===== src/rtl/controlador_ventana_filas.sv =====
// controlador_ventana_filas
// Read-address sequencer for a vertical sliding window over image rows.
// For each window position it walks the word columns and, per column, issues
// one read per window row (row index varies fastest) through a valid/accept
// handshake. Between window positions one idle cycle slides the row base.
module controlador_ventana_filas #(
    parameter int BITS_DIRECCION    = 11,
    parameter int PALABRAS_POR_FILA = 16,
    parameter int FILAS_IMAGEN      = 128,
    parameter int FILAS_VENTANA     = 3,
    localparam int BITS_K = (FILAS_VENTANA > 1) ? $clog2(FILAS_VENTANA) : 1,
    localparam int BITS_P = (PALABRAS_POR_FILA > 1) ? $clog2(PALABRAS_POR_FILA) : 1
) (
    input  logic                      clk,
    input  logic                      reset,
    input  logic                      iniciar,
    input  logic                      detener,
    input  logic                      mem_aceptado,
    output logic                      mem_solicitud,
    output logic [BITS_DIRECCION-1:0] mem_direccion,
    output logic [BITS_K-1:0]         fila_ventana,
    output logic [BITS_P-1:0]         palabra,
    output logic                      ocupado,
    output logic                      fin
);

    // Window-position counter wide enough to hold FILAS_IMAGEN-FILAS_VENTANA.
    localparam int BITS_W = (FILAS_IMAGEN > 1) ? $clog2(FILAS_IMAGEN) : 1;

    localparam logic [1:0] REPOSO  = 2'd0;
    localparam logic [1:0] LEER    = 2'd1;
    localparam logic [1:0] AVANZAR = 2'd2;
    localparam logic [1:0] FIN     = 2'd3;

    localparam logic [BITS_K-1:0]         K_ULT = BITS_K'(FILAS_VENTANA - 1);
    localparam logic [BITS_P-1:0]         P_ULT = BITS_P'(PALABRAS_POR_FILA - 1);
    localparam logic [BITS_W-1:0]         W_ULT = BITS_W'(FILAS_IMAGEN - FILAS_VENTANA);
    localparam logic [BITS_DIRECCION-1:0] PASO  = BITS_DIRECCION'(PALABRAS_POR_FILA);

    logic [1:0]                estado;
    logic [BITS_DIRECCION-1:0] base;     // first word of the top window row
    logic [BITS_DIRECCION-1:0] despl;    // k * PALABRAS_POR_FILA, kept incrementally
    logic [BITS_P-1:0]         p;        // word column
    logic [BITS_K-1:0]         k;        // row inside the window
    logic [BITS_W-1:0]         ventana;  // window position = base / PALABRAS_POR_FILA

    logic abortar;
    logic transfer;
    logic ult_fila;
    logic ult_palabra;
    logic ult_ventana;

    assign abortar     = detener && (estado != REPOSO);
    assign transfer    = (estado == LEER) && mem_aceptado;
    assign ult_fila    = (k == K_ULT);
    assign ult_palabra = (p == P_ULT);
    assign ult_ventana = (ventana == W_ULT);

    // State sequencing; an abort always wins and lands in REPOSO.
    always_ff @(posedge clk or negedge reset) begin
        if (!reset) begin
            estado <= REPOSO;
        end else if (abortar) begin
            estado <= REPOSO;
        end else begin
            case (estado)
                REPOSO:  if (iniciar) estado <= LEER;
                LEER:    if (transfer && ult_fila && ult_palabra) estado <= AVANZAR;
                AVANZAR: estado <= ult_ventana ? FIN : LEER;
                FIN:     estado <= REPOSO;
                default: estado <= REPOSO;
            endcase
        end
    end

    // Counters: k steps first, then p; the base slides one row per window.
    // The row offset is accumulated instead of multiplied so the address
    // path is just a three-input add.
    always_ff @(posedge clk or negedge reset) begin
        if (!reset) begin
            base    <= '0;
            despl   <= '0;
            p       <= '0;
            k       <= '0;
            ventana <= '0;
        end else if (abortar || estado == FIN || (estado == REPOSO && iniciar)) begin
            base    <= '0;
            despl   <= '0;
            p       <= '0;
            k       <= '0;
            ventana <= '0;
        end else if (transfer) begin
            if (ult_fila) begin
                k     <= '0;
                despl <= '0;
                // On the last column p is left alone; AVANZAR rewinds it.
                if (!ult_palabra) p <= p + 1'b1;
            end else begin
                k     <= k + 1'b1;
                despl <= despl + PASO;
            end
        end else if (estado == AVANZAR && !ult_ventana) begin
            base    <= base + PASO;
            ventana <= ventana + 1'b1;
            p       <= '0;
            k       <= '0;
            despl   <= '0;
        end
    end

    // Outputs decode straight from state so an asynchronous reset clears
    // them immediately; request fields read as zero outside LEER.
    always_comb begin
        mem_solicitud = (estado == LEER);
        mem_direccion = '0;
        fila_ventana  = '0;
        palabra       = '0;
        if (estado == LEER) begin
            mem_direccion = base + despl + BITS_DIRECCION'(p);
            fila_ventana  = k;
            palabra       = p;
        end
        ocupado = (estado != REPOSO);
        fin     = (estado == FIN);
    end

endmodule


===== config.mk =====
export PLATFORM = sky130hd
export DESIGN_NAME = controlador_ventana_filas
export DESIGN_NICKNAME = d
export VERILOG_FILES = /design/src/rtl/controlador_ventana_filas.sv
export SDC_FILE = /design/constraint.sdc
export NUM_CORES = 1
export LEC_CHECK = 0
export CAP_MARGIN = 20
export CORE_UTILIZATION = 45
export DETAILED_ROUTE_END_ITERATION = 7
export GPL_TIMING_DRIVEN = 0
export PLACE_DENSITY = 0.69
export SLEW_MARGIN = 20
export SYNTH_ARGS = -nofsm -noshare
export SYNTH_HDL_FRONTEND = slang
export SYNTH_SLANG_ARGS = --single-unit

===== constraint.sdc =====
create_clock -name clk -period 2.1 [get_ports clk]
set_clock_uncertainty 0.05 [all_clocks]
set_input_delay 0.42 -clock clk [delete_from_list [all_inputs] [get_ports clk]]
set_output_delay 0.42 -clock clk [all_outputs]
set_load 0.03 [all_outputs]

==> flow_summary.ini <==
[run_status]
run_status = finished, violations left
violations = negative setup slack

[clocking]
clockRootBuffer = clkbuf_8
cts_inserted_buffers = 5
cts_htree_levels = 2
cts_hold_buf = 0
cts_buffer_depth = 2
cts_tree = done
clk_latency_ps = 280
cts.sinks = 29
cts.clk_slew.worst_paths_ps = 60

[final_layout]
register_area_sq_um = 729.5
diodes = 0
nNetsFinal = 324
layout-drive-gt1-share_pct = 31.44
area_delta_synth_final_pct = 32.56
layout_commonest_cell = dfrtp_1
multi_input_area_sq_mm = 0.001534
mostFrequentLayoutCells = dfrtp_1, buf_4, nand2_1, nor2_1, o21ai_0
fin_util_pct = 63.87
nFillCells = 418

[sta]
fin_crit_sh_pct = 122.6
holdWs_ps = 110.7
rsz0062_at_grt = yes
finalWorstSetupSlack_ps = -475.3
finalMaxSlewViolations = 0
worstMarginPinSlew_ps = 674.4
finalSetupViolCount = 6
maxSlewHeadroom_pct = 54.87
fin_crit_ps = 2575
hold_violations = 0
fmax_mhz = 388.3

[power]
p_leak_nw = 1.290
powerDensity_mw_per_mm2 = 453.8
peakVddDrop_uv = 319.9

[synthesis]
ys_ff_latch = 29
ys_seq_area_share_pct = 33.66
synthCells = 243
ys_types = 50
netlist_area_sq_mm = 0.002156
synth_edf_count = 0
synth_flop_cell = dfrtp_1
synth-async-reset-ratio_pct = 100.0
synth.avg_cell_area_sq_um = 8.872
yosysWarnings = 0

[floorplan]
ioPinCount = 25
core_area_sq_mm = 0.004474
die_w_um = 71.22
initial_core_util_pct = 48.18
die_h_um = 71.22
dieArea_sq_mm = 0.005072
row_count = 24

[setup_path]
r2r-start = estado[0]$_DFFE_PN0P_
path_class = flop to output pin
r2r-end = ventana[6]$_DFFE_PN0P_
critPathMaxFanout = 4
reg2reg_depth = 8
r2r_slack_ps = 170
worst_ep_arrival_time_ps = 2110
worstSetupEndpointType = output pin
startpoint_type = flop
required_ps = 1630

[drt]
detail_route.vias_per_cell = 5.387
drt_iter0_markers = 89
routed_wl_um = 4543
postRouteAntennaNets = 0
first_pass_iters = 4
num_vias = 1891
drcViolationCount = 0
wire_per_inst_um = 12.94

[grt]
grt_pass1_wl_um = 7638
grt_max_degree = 30
grt.total_usage_pct = 19.34
gr-total-overflow = 0
antenna_found_initial = 0
grt_pass1_vias = 1682

[place]
gp_congestion = 0.7980
io_buffers = 23
hpwl_um = 3126

[worst_hold_path]
hp-class = primary input to async pin

[job]
maxCapViolations = 0
registers in the layout (all words and copies together), names as in the netlist:
| name | flops |
|---|---|
| p | 4 |
| base | 7 |
| ventana | 7 |
| k | 2 |
| despl | 7 |
| estado | 2 |
worst max-delay path, cell delays in order, from the launching register on:
cell	delay [ps]
dfrtp_2	430
ha_4	280
ha_4	200
o21a_1	170
o21a_1	170
o22ai_2	220
xor2_2	190
nor2_4	40
buf_6	130
metrics by stage:
| stage | TNS (ps) | instances | setup WS, ps | total power, W | area, sq um |
|---|---|---|---|---|---|
| after global routing | -2164 | 351 | -556.0 | 0.001359 | 2858 |
| after floorplan | -316.8 | 247 | -156.0 | 0.0007491 | 2262 |
| after global placement | -7871 | 322 | -732.8 | 0.0008271 | 2557 |
| after CTS | -1755 | 339 | -483.7 | 0.001277 | 2735 |
| after detailed placement | -8107 | 322 | -745.5 | 0.0008289 | 2552 |
| final | -1591 | 351 | -475.3 | 0.001297 | 2858 |
area by class of cell:
class	count	area share [%]
repair buffers	45	12.35
multi-input cells	202	53.68
well taps	52	2.277
flip-flops and latches	29	25.53
plain buffers	7	2.233
clock buffers	8	2.802
inverters	8	1.138
synthesized netlist by cell type (4+ instances only):
master,n,area share [%]
dfrtp_1,29,34
nor2_1,28,4.9
o21ai_0,25,5.8
nand2_1,23,4.0
ha_1,20,12
xnor2_1,14,5.7
a21oi_1,11,2.6
nand3_1,9,2.1
and2_1,8,2.3
inv_1,8,1.4
a211oi_1,5,1.7
buf_4,4,1.4
xor2_1,4,1.6
per-layer routing:
metal	vias to the layer above	share of wire, %	global-route usage (%)
li1	959	-	-
met1	900	50	25.97
met2	27	46	30.69
met3	5	3.1	5.485
met4	0	1.1	5.333
met5	-	0	0
cell families (layout without fill, tap and decap cells):
group                    Yosys count  after routing  share of synthesized area [%]
multiplexers                       2              2                          1.161
buffers and inverters             16             68                          4.236
AND/OR/NAND/NOR                   95             95                          22.87
other                              1              5                         0.1739
adder cells (fa/ha/maj)           21             21                          12.54
flip-flops                        29             29                          33.66
AO/OA/AOI/OAI                     61             61                          18.05
XOR/XNOR                          18             18                          7.313
what timing repair did:
item | in CTS | in global routing
gates cloned | 0 | 1
gates resized for setup | 118 | 11
setup endpoints to repair | 20 | 17
pin swaps | 9 | 12
setup buffers | 10 | 11
report_power, final:
part	internal (W)	switching (W)
clock network	0.000235	0.000209
logic	0.000117	0.000156
registers	0.000569	0.0000112
total	0.000921	0.000376
worst max-delay path by stage:
stage	from	end	slack, ps
6_report	base[6]$_DFFE_PN0P_	mem_direccion[9]	-480
5_1_grt	base[6]$_DFFE_PN0P_	mem_direccion[9]	-560
4_1_cts	base[6]$_DFFE_PN0P_	mem_direccion[9]	-480
3_5_place_dp	base[6]$_DFFE_PN0P_	mem_direccion[9]	-750
3_3_place_gp	base[6]$_DFFE_PN0P_	mem_direccion[9]	-730
2_1_floorplan	base[6]$_DFFE_PN0P_	mem_direccion[10]	-160
Power figures use the tool's default switching activity.
